--- src/rtl/copperv_io_pkg.sv ---
// Shared constants for the copperv IO responder: register offsets, response
// codes, test status codes, STATUS bit positions and serializer states.
package copperv_io_pkg;

    localparam int BUS_RESP_WIDTH = 1;

    localparam logic [31:0] TEST_OFF    = 32'd0;
    localparam logic [31:0] UART_TX_OFF = 32'd4;
    localparam logic [31:0] STATUS_OFF  = 32'd8;

    localparam logic [BUS_RESP_WIDTH-1:0] RESP_OK  = 1'b0;
    localparam logic [BUS_RESP_WIDTH-1:0] RESP_ERR = 1'b1;

    localparam logic [31:0] PASS_CODE = 32'h0100_0001;
    localparam logic [31:0] FAIL_CODE = 32'h0200_0001;

    localparam int STAT_FULL  = 0;
    localparam int STAT_EMPTY = 1;
    localparam int STAT_BUSY  = 2;
    localparam int STAT_OVF   = 3;

    localparam logic [1:0] ST_IDLE  = 2'd0;
    localparam logic [1:0] ST_START = 2'd1;
    localparam logic [1:0] ST_DATA  = 2'd2;
    localparam logic [1:0] ST_STOP  = 2'd3;

    // A word write only counts when every byte lane is enabled.
    function automatic logic strobe_full(input logic [3:0] strobe);
        return &strobe;
    endfunction

endpackage

--- src/rtl/copperv_uart_tx.sv ---
// 8N1 serializer. Pulls bytes from the TX FIFO through a pop/data/empty
// interface; a new frame starts straight out of STOP when more data waits.
module copperv_uart_tx
    import copperv_io_pkg::*;
#(
    parameter int CLKS_PER_BIT = 16
) (
    input  logic       clk,
    input  logic       rst,
    input  logic       fifo_empty,
    input  logic [7:0] fifo_data,
    output logic       fifo_pop,
    output logic       tx,
    output logic       busy
);

    localparam int CW = (CLKS_PER_BIT > 2) ? $clog2(CLKS_PER_BIT) : 1;

    logic [1:0]    state_r;
    logic [CW-1:0] baud_r;
    logic [2:0]    bit_r;
    logic [7:0]    shift_r;
    logic          baud_done_s;

    assign baud_done_s = (baud_r == CW'(CLKS_PER_BIT - 1));
    assign busy        = (state_r != ST_IDLE);

    // Pop request: idle with data, or last cycle of a stop bit with data waiting.
    always_comb begin
        fifo_pop = 1'b0;
        case (state_r)
            ST_IDLE: fifo_pop = !fifo_empty;
            ST_STOP: fifo_pop = !fifo_empty && baud_done_s;
            default: fifo_pop = 1'b0;
        endcase
    end

    // Frame sequencing, baud/bit counters and the registered line output.
    always_ff @(posedge clk or negedge rst) begin
        if (!rst) begin
            state_r <= ST_IDLE;
            baud_r  <= '0;
            bit_r   <= 3'd0;
            shift_r <= 8'h00;
            tx      <= 1'b1;
        end else begin
            case (state_r)
                ST_IDLE: begin
                    baud_r <= '0;
                    if (fifo_pop) begin
                        state_r <= ST_START;
                        shift_r <= fifo_data;
                        tx      <= 1'b0;
                    end
                end
                ST_START: begin
                    if (baud_done_s) begin
                        state_r <= ST_DATA;
                        baud_r  <= '0;
                        bit_r   <= 3'd0;
                        tx      <= shift_r[0];
                    end else begin
                        baud_r <= baud_r + CW'(1);
                    end
                end
                ST_DATA: begin
                    if (baud_done_s) begin
                        baud_r <= '0;
                        if (bit_r == 3'd7) begin
                            state_r <= ST_STOP;
                            tx      <= 1'b1;
                        end else begin
                            bit_r   <= bit_r + 3'd1;
                            shift_r <= {1'b0, shift_r[7:1]};
                            tx      <= shift_r[1];
                        end
                    end else begin
                        baud_r <= baud_r + CW'(1);
                    end
                end
                ST_STOP: begin
                    if (baud_done_s) begin
                        baud_r <= '0;
                        if (fifo_pop) begin
                            state_r <= ST_START;
                            shift_r <= fifo_data;
                            tx      <= 1'b0;
                        end else begin
                            state_r <= ST_IDLE;
                        end
                    end else begin
                        baud_r <= baud_r + CW'(1);
                    end
                end
                default: begin
                    state_r <= ST_IDLE;
                    baud_r  <= '0;
                    tx      <= 1'b1;
                end
            endcase
        end
    end

endmodule

--- src/rtl/copperv_io_responder.sv ---
// Memory-mapped IO responder on the copperv dr/dw buses: test-status register,
// UART TX FIFO feeding an 8N1 serializer, and a read-only STATUS register.
module copperv_io_responder
    import copperv_io_pkg::*;
#(
    parameter int                   BUS_WIDTH    = 32,
    parameter logic [BUS_WIDTH-1:0] BASE_ADDR    = 32'h0000_8000,
    parameter int                   FIFO_DEPTH   = 8,
    parameter int                   CLKS_PER_BIT = 16
) (
    input  logic                      clk,
    input  logic                      rst,
    input  logic                      dr_addr_valid,
    output logic                      dr_addr_ready,
    input  logic [BUS_WIDTH-1:0]      dr_addr,
    output logic                      dr_data_valid,
    input  logic                      dr_data_ready,
    output logic [BUS_WIDTH-1:0]      dr_data,
    input  logic                      dw_data_addr_valid,
    output logic                      dw_data_addr_ready,
    input  logic [BUS_WIDTH-1:0]      dw_addr,
    input  logic [BUS_WIDTH-1:0]      dw_data,
    input  logic [BUS_WIDTH/8-1:0]    dw_strobe,
    output logic                      dw_resp_valid,
    input  logic                      dw_resp_ready,
    output logic [BUS_RESP_WIDTH-1:0] dw_resp,
    output logic                      uart_tx,
    output logic                      test_done,
    output logic                      test_pass
);

    localparam int AW = $clog2(FIFO_DEPTH);
    localparam logic [BUS_WIDTH-1:0] TEST_ADDR   = BASE_ADDR + BUS_WIDTH'(TEST_OFF);
    localparam logic [BUS_WIDTH-1:0] UART_ADDR   = BASE_ADDR + BUS_WIDTH'(UART_TX_OFF);
    localparam logic [BUS_WIDTH-1:0] STATUS_ADDR = BASE_ADDR + BUS_WIDTH'(STATUS_OFF);

    logic [AW:0]                wr_ptr_r, rd_ptr_r;
    logic [7:0]                 fifo_mem_r [FIFO_DEPTH];
    logic                       fifo_empty_s, fifo_full_s, fifo_push_s, fifo_pop_s;
    logic                       overflow_r, ovf_set_s;
    logic [BUS_WIDTH-1:0]       test_code_r;
    logic                       test_wr_s;
    logic                       dw_fire_s, dr_fire_s;
    logic [BUS_RESP_WIDTH-1:0]  wr_resp_s;
    logic [BUS_WIDTH-1:0]       rd_val_s, status_s;
    logic                       tx_busy_s;

    // Extra wrap bit distinguishes full from empty when the indices match.
    assign fifo_empty_s = (wr_ptr_r == rd_ptr_r);
    assign fifo_full_s  = (wr_ptr_r[AW] != rd_ptr_r[AW]) &&
                          (wr_ptr_r[AW-1:0] == rd_ptr_r[AW-1:0]);
    assign dw_fire_s    = dw_data_addr_valid && dw_data_addr_ready;
    assign dr_fire_s    = dr_addr_valid && dr_addr_ready;

    // Write decode: side effects and response code for the accepted request.
    always_comb begin
        fifo_push_s = 1'b0;
        ovf_set_s   = 1'b0;
        test_wr_s   = 1'b0;
        wr_resp_s   = RESP_ERR;
        if (dw_addr == TEST_ADDR) begin
            if (strobe_full(4'(dw_strobe))) begin
                test_wr_s = dw_fire_s;
                wr_resp_s = RESP_OK;
            end else begin
                wr_resp_s = RESP_ERR;
            end
        end else if (dw_addr == UART_ADDR) begin
            if (!dw_strobe[0]) begin
                wr_resp_s = RESP_OK;
            end else if (fifo_full_s) begin
                ovf_set_s = dw_fire_s;
                wr_resp_s = RESP_ERR;
            end else begin
                fifo_push_s = dw_fire_s;
                wr_resp_s   = RESP_OK;
            end
        end else begin
            wr_resp_s = RESP_ERR;
        end
    end

    // Read decode from current (pre-update) state.
    always_comb begin
        status_s             = '0;
        status_s[STAT_FULL]  = fifo_full_s;
        status_s[STAT_EMPTY] = fifo_empty_s;
        status_s[STAT_BUSY]  = tx_busy_s;
        status_s[STAT_OVF]   = overflow_r;
        if (dr_addr == TEST_ADDR) begin
            rd_val_s = test_code_r;
        end else if (dr_addr == STATUS_ADDR) begin
            rd_val_s = status_s;
        end else begin
            rd_val_s = '0;
        end
    end

    // Write channel: one outstanding request, response held until taken.
    always_ff @(posedge clk or negedge rst) begin
        if (!rst) begin
            dw_resp_valid      <= 1'b0;
            dw_resp            <= RESP_OK;
            dw_data_addr_ready <= 1'b0;
        end else if (dw_fire_s) begin
            dw_resp_valid      <= 1'b1;
            dw_resp            <= wr_resp_s;
            dw_data_addr_ready <= 1'b0;
        end else if (dw_resp_valid && dw_resp_ready) begin
            dw_resp_valid      <= 1'b0;
            dw_data_addr_ready <= 1'b1;
        end else begin
            dw_data_addr_ready <= !dw_resp_valid;
        end
    end

    // Read channel: snapshot data on accept, hold until taken.
    always_ff @(posedge clk or negedge rst) begin
        if (!rst) begin
            dr_data_valid <= 1'b0;
            dr_data       <= '0;
            dr_addr_ready <= 1'b0;
        end else if (dr_fire_s) begin
            dr_data_valid <= 1'b1;
            dr_data       <= rd_val_s;
            dr_addr_ready <= 1'b0;
        end else if (dr_data_valid && dr_data_ready) begin
            dr_data_valid <= 1'b0;
            dr_addr_ready <= 1'b1;
        end else begin
            dr_addr_ready <= !dr_data_valid;
        end
    end

    // Test-status register; test_done is sticky once any valid write lands.
    always_ff @(posedge clk or negedge rst) begin
        if (!rst) begin
            test_code_r <= '0;
            test_done   <= 1'b0;
            test_pass   <= 1'b0;
        end else if (test_wr_s) begin
            test_code_r <= dw_data;
            test_done   <= 1'b1;
            test_pass   <= (dw_data == BUS_WIDTH'(PASS_CODE));
        end else begin
            test_code_r <= test_code_r;
        end
    end

    // FIFO pointers and sticky overflow flag.
    always_ff @(posedge clk or negedge rst) begin
        if (!rst) begin
            wr_ptr_r   <= '0;
            rd_ptr_r   <= '0;
            overflow_r <= 1'b0;
        end else begin
            if (fifo_push_s) begin
                wr_ptr_r <= wr_ptr_r + (AW+1)'(1);
            end else begin
                wr_ptr_r <= wr_ptr_r;
            end
            if (fifo_pop_s) begin
                rd_ptr_r <= rd_ptr_r + (AW+1)'(1);
            end else begin
                rd_ptr_r <= rd_ptr_r;
            end
            if (ovf_set_s) begin
                overflow_r <= 1'b1;
            end else begin
                overflow_r <= overflow_r;
            end
        end
    end

    // FIFO storage; contents are don't-care until written.
    always_ff @(posedge clk) begin
        if (fifo_push_s) begin
            fifo_mem_r[wr_ptr_r[AW-1:0]] <= dw_data[7:0];
        end
    end

    copperv_uart_tx #(
        .CLKS_PER_BIT(CLKS_PER_BIT)
    ) u_uart_tx (
        .clk       (clk),
        .rst       (rst),
        .fifo_empty(fifo_empty_s),
        .fifo_data (fifo_mem_r[rd_ptr_r[AW-1:0]]),
        .fifo_pop  (fifo_pop_s),
        .tx        (uart_tx),
        .busy      (tx_busy_s)
    );

endmodule

--- config.mk ---
export PLATFORM = sky130hd
export DESIGN_NAME = copperv_io_responder
export DESIGN_NICKNAME = d
export VERILOG_FILES = /design/src/rtl/copperv_io_pkg.sv /design/src/rtl/copperv_uart_tx.sv /design/src/rtl/copperv_io_responder.sv
export SDC_FILE = /design/constraint.sdc
export NUM_CORES = 1
export LEC_CHECK = 0
export ABC_AREA = 1
export CAP_MARGIN = 30
export CORE_ASPECT_RATIO = 0.75
export CORE_UTILIZATION = 58
export CTS_BUF_LIST = sky130_fd_sc_hd__clkbuf_2 sky130_fd_sc_hd__clkbuf_4 sky130_fd_sc_hd__clkbuf_8
export CTS_CLUSTER_SIZE = 12
export DETAILED_ROUTE_END_ITERATION = 8
export PLACE_DENSITY = 0.95
export SYNTH_ARGS = -nofsm -noshare
export SYNTH_HDL_FRONTEND = slang
export SYNTH_SLANG_ARGS = --single-unit
--- constraint.sdc ---
create_clock -name clk -period 2.8 [get_ports clk]
set_input_delay 0.56 -clock clk [delete_from_list [all_inputs] [get_ports clk]]
set_output_delay 0.56 -clock clk [all_outputs]
set_load 0.05 [all_outputs]
Word level (Yosys, flattened, before mapping):

Memories as Yosys holds them, arrays and structs flattened.
Cells that the tools add are included.

* mux-type cells: 52
* reductions and logical operators: 21
* equal/unequal tests: 19
* add/subtract/negate cells: 4

Operators by type and width (count)
* 32-bit by 16-bit == test with 1-bit output, second input constant: 4
* 32-bit by 25-bit == test with 1-bit output, second input constant: 1
* 32-bit 2-to-1 mux: 1
* 8-bit 2-to-1 mux: 4
* 1-bit 2-to-1 mux: 31
* 8-bit one-hot mux with 3 select lines: 1
* 4-bit by 1-bit adder with 4-bit output, second input constant: 3
* 4-bit AND reduction: 3
* 2-bit 2-to-1 mux: 5
* 3-bit 2-to-1 mux: 3
* 4-bit 2-to-1 mux: 2
* 2-bit by 1-bit != test with 1-bit output, second input constant: 4
* 2-bit one-hot mux with 4 select lines: 1
* 4-bit one-hot mux with 2 select lines: 1
* 2-bit nonzero test: 4
* 1-bit logical AND: 6
* 3-bit one-hot mux with 2 select lines: 1
* 5-bit AND reduction: 1
* 2-bit == test, second input constant: 2
* 4-bit == test: 1
* 4-bit == test, second input constant: 1
* 2-bit != test, second input constant: 2
* 1-bit one-hot mux with 4 select lines: 1
* 3-bit by 1-bit adder with 3-bit output, second input constant: 1
* other kinds (10): 12

* output and inout port bits: 40
* RAM bits: 64
* register bits after elaboration: 98
* memories kept: 1

Memories
* fifo_mem_r: depth 8, bits a word 8, read ports 1, clocked after Yosys merged registers in 0, wr ports 1, RTL line copperv_io_responder.sv:38 `logic [7:0] fifo_mem_r [FIFO_DEPTH];`

Logic depth before layout (Yosys ltp):

* depth in word-level cells: 8
* gate-level depth with buffers: 11
* mapped depth without buffers: 10

Modules after synthesis:

A second synthesis with hierarchy kept.

* cell total of the unflattened synthesis: 832
* area, all modules: 7619.8 um2

By module, submodules not included
* copperv_io_responder: cells an instance 692, times used 1, area each 6540.0 um2, sequential area each 3923.8 um2
* copperv_uart_tx: cells an instance 140, times used 1, area each 1079.8 um2, sequential area each 451.7 um2

Worst setup path before layout:

OpenSTA, ideal clock, no wires.

* path kind: register -> register
* from: register dw_data_addr_ready
* to: memory fifo_mem_r[0][0] (enable)
* data required time: 2.430 ns
* path buffers: 0
* setup slack: 0.841 ns
* stages on the path, launching flop included: 7
* data arrival time: 1.589 ns
* cells stage by stage: dfrtp_1 -> nand2_1 -> inv_1 -> nand3_1 -> inv_2 -> nand3_1 -> nor2_1

* word-level cells in the longest chain between the ends: 7

Ends and longest elaborated chain
* start: declaration: RTL line copperv_io_responder.sv:20 `output logic dw_data_addr_ready,`
* start signal: assignment: RTL line copperv_io_responder.sv:113 `dw_data_addr_ready <= !dw_resp_valid;`
* 1-bit logical AND: RTL line copperv_io_responder.sv:52 `assign dw_fire_s = dw_data_addr_valid && dw_data_addr_ready;`
* 1-bit 2-to-1 mux: RTL line copperv_io_responder.sv:71 `end else if (fifo_full_s) begin`
* 1-bit 2-to-1 mux: RTL line copperv_io_responder.sv:69 `if (!dw_strobe[0]) begin`
* 1-bit 2-to-1 mux: RTL line copperv_io_responder.sv:68 `end else if (dw_addr == UART_ADDR) begin`
* 1-bit 2-to-1 mux: RTL line copperv_io_responder.sv:61 `if (dw_addr == TEST_ADDR) begin`
* 1-bit 2-to-1 mux: RTL line copperv_io_responder.sv:177 `if (fifo_push_s) begin`
* 1-bit 2-to-1 mux (implied by the code): RTL line copperv_io_responder.sv:178 `fifo_mem_r[wr_ptr_r[AW-1:0]] <= dw_data[7:0];`
* end: declaration: RTL line copperv_io_responder.sv:38

No other way between the ends.

Worst setup path after layout:

* from: register u_uart_tx.tx
* to: output port uart_tx

RTL lines
* start: declaration: RTL line copperv_uart_tx.sv:13 `output logic tx,`
* start signal: assignment: RTL line copperv_uart_tx.sv:61 `tx <= shift_r[0];`
* start signal: assignment: RTL line copperv_uart_tx.sv:75 `tx <= shift_r[1];`
* end: declaration: RTL line copperv_io_responder.sv:27 `output logic uart_tx,`

No word-level cell between the ends.

==> flow_summary_export.csv <==
group,metric,value,unit
status,outcome,"complete, no violations",
global_routing,grt_first_pass_wirelength,30600,um
floorplan,rows,35,
cts,clockBufferDepth,2,
synth,syn_area,7510,um^2
synth,synth.top_cells.by_area,"dfrtp_1 (32%), edfxtp_1 (26%), nand2_1 (12%)",
power_and_ir_drop,combPwrFrac,0.082,
worst_setup_path,slowest_delay,0.79,ns
floorplan,die_area,13400,um^2
worst_setup_path,path_depth,1,
placement,dp_hpwl,13600,um
worst_hold_path,hold_class,"in2async",
detailed_routing,wl_per_cell,16.3,um
timing,setup_tns,0,ns
floorplan,die_y,101,um
global_routing,grt_usage,0.300,
worst_setup_path,critical-path-top-delay-family,"buffers and inverters",
cts,clock_sinks,162,
global_routing,overflow,0,
cts,root_buffer,"clkbuf_8",
job,maxCapViolations,0,
worst_setup_path,crit_buf_inv,1,
cells_and_area,areaGrowthSynthToFinish,28.0,%
cts,htree_levels,4,
synth,synth_largest_area_cell,"dfrtp_1",
cells_and_area,drive_gt1_frac,0.0973,
synth,synth.avg_cell_area,9.06,um^2
timing,post-route-min-period,2.33,ns
power_and_ir_drop,p_sw,1.10,mW
power_and_ir_drop,p_int,3.47,mW
synth,yosysUniqueCellTypes,37,
cts,postCtsSetupRepairBufs,0,
cells_and_area,num_antenna_cells,0,
timing,hold_slack,0.172,ns
detailed_routing,vias_per_cell,5.53,
worst_setup_path,reg2regPathDepth,10,
synth,synth_seq_cells,162,
cells_and_area,fin_util,0.773,
timing,maxSlewHeadroom,0.496,
power_and_ir_drop,irDropWorstVdd,0.000416,V
synth,syn_nets,945,
detailed_routing,drc,0,
power_and_ir_drop,switching_share,0.241,
timing,setup_viol,0,
global_routing,grt_antenna_before_repair,0,
global_routing,grt_max_degree,68,
placement,placed_area,9220,um^2
worst_setup_path,crit_chain,"clkdlybuf4s50_1",
worst_setup_path,start_kind,"flop",
worst_setup_path,critPathMaxFanout,2,
timing,slew_viol_final,0,
timing,max_freq,0.428,GHz
worst_setup_path,cp_slowest_cell,"clkdlybuf4s50_1",
cts,clock_latency,0.44,ns
power_and_ir_drop,powerDensity,476,nW/um^2
cells_and_area,nets,1110,
power_and_ir_drop,leakagePower,4.50,nW
timing,rsz0062_at_grt,"no",
worst_setup_path,r2r_slack,0.54,ns
power_and_ir_drop,pwr-share-seq,0.543,
timing,skew,0.0138,ns
timing,finalCritPeriodShare,0.834,
floorplan,core_area,12400,um^2
placement,post-place-cells,1141,
detailed_routing,route.vias.total,6486,
worst_setup_path,critical_path_arrival,1.77,ns
detailed_routing,wl,19200,um
timing,hold_viol,0,
synth,seq_area_frac_synth,0.583,
cts,numCtsBuffers,17,
worst_setup_path,worstSetupPathType,"reg2out",
cts,path_clk_slew,0.09,ns
cts,cts_resized,0,
power_and_ir_drop,clockPowerShare,0.375,
floorplan,die_w,133,um
cts,cts_tree,"yes",
floorplan,ios,146,
placement,gp_congestion,0.868,
synth,netlist.area_leader.share,0.323,
timing,worstMarginPinSlew,0.756,ns
detailed_routing,drt_iter0_markers,700,
synth,synthCells,829,
cells_and_area,layout.cells.non_filler,1173,
detailed_routing,ant_nets,0,
floorplan,start_util,0.604,
worst_setup_path,cp-end-kind,"primary output",
global_routing,grt_pass1_vias,6259,
placement,port_buffers,145,
worst_setup_path,required,2.24,ns
cells_and_area,fin_area,9610,um^2
synth,yosys_warnings,0,
cts,cts_hold_buf,0,
detailed_routing,dr.pass1.iters,6,
cell usage after synthesis:
master,number
nand3b_1,1
a21oi_2,1
nor2_1,94
inv_2,7
nand4_1,16
o21a_1,1
nor3_4,1
or2_2,1
and3_1,6
nor3_1,3
ha_1,10
nand2_1,248
nand2_4,5
dfstp_2,1
xor2_1,6
o22ai_1,1
buf_6,5
edfxtp_1,64
dfrtp_1,97
o21ai_0,38
a21oi_1,9
xnor2_1,1
nor2_2,4
buf_4,4
a21oi_4,1
nand3_2,12
nor3_2,1
nand2_2,3
o21ai_1,11
o211ai_1,8
buf_8,1
nor2_4,1
clkbuf_1,10
nand3_1,64
inv_1,87
nand4_2,1
buf_2,5
sequential cells by signal (all words and copies together), names as in the netlist, 2 cells and up:
signal,count
test_code_r,32
u_uart_tx.state_r,2
u_uart_tx.shift_r,8
dr_data,32
u_uart_tx.bit_r,3
fifo_mem_r,64
u_uart_tx.baud_r,4
wr_ptr_r,4
rd_ptr_r,4
path summary, 6_finish.rpt:
check / start / end
worst max-delay path: u_uart_tx.tx / uart_tx
worst min-delay path: rst / test_code_r[24]
worst max register to register: rd_ptr_r[0] / fifo_mem_r[7][7]
worst min register to register: u_uart_tx.baud_r[0] / u_uart_tx.baud_r[0]
max in group asynchronous: rst / dr_data[10]
min in group clk: u_uart_tx.baud_r[0] / u_uart_tx.baud_r[0]
placed cells by master, fill, tap and decap left out, types with 12 or more instances in the layout:
master	Yosys	final
nand2_1	248	248
clkdlybuf4s50_1	0	144
dfrtp_1	97	97
nor2_1	94	94
inv_1	87	87
nand3_1	64	64
edfxtp_1	64	64
o21ai_0	38	38
buf_4	4	25
clkbuf_8	0	17
nand4_1	16	16
nand3_2	12	12
through the flow:
stage               power [mW]  worst slack, ns
finish                    4.57            0.465
global route              4.70            0.414
CTS                       4.57            0.444
detailed placement        2.91            0.332
global placement          2.90            0.440
floorplan                 2.65            0.841
power groups by stage:
stage	clock network [mW]	logic (mW)	registers [mW]
finish	1.71	0.376	2.48
global route	1.81	0.402	2.49
CTS	1.71	0.376	2.48
detailed placement	0	0.374	2.53
global placement	0	0.366	2.53
floorplan	0	0.0784	2.58
per-layer routing:
layer | vias to the layer above | share of wire | GRT usage
met2 | 426 | 0.47 | 0.486
met4 | 0 | 0.041 | 0.146
met5 | - | 0 | 0
met1 | 2986 | 0.39 | 0.381
li1 | 2996 | - | -
met3 | 78 | 0.099 | 0.0764
final cells by class:
class	count	area, um^2
timing repair buffer	171	1670
clock buffer	18	241
fill	791	2820
tap	166	208
sequential	162	4380
inverter	94	353
multi-input combinational	548	2620
clock inverter	14	151
kinds of logic after synthesis:
group                    synth area share
flip-flops                          0.583
AND/OR/NAND/NOR                     0.272
XOR/XNOR                          0.00817
buffers and inverters              0.0688
adder cells (fa/ha/maj)            0.0167
AO/OA/AOI/OAI                      0.0518
Power figures use the tool's default switching activity.
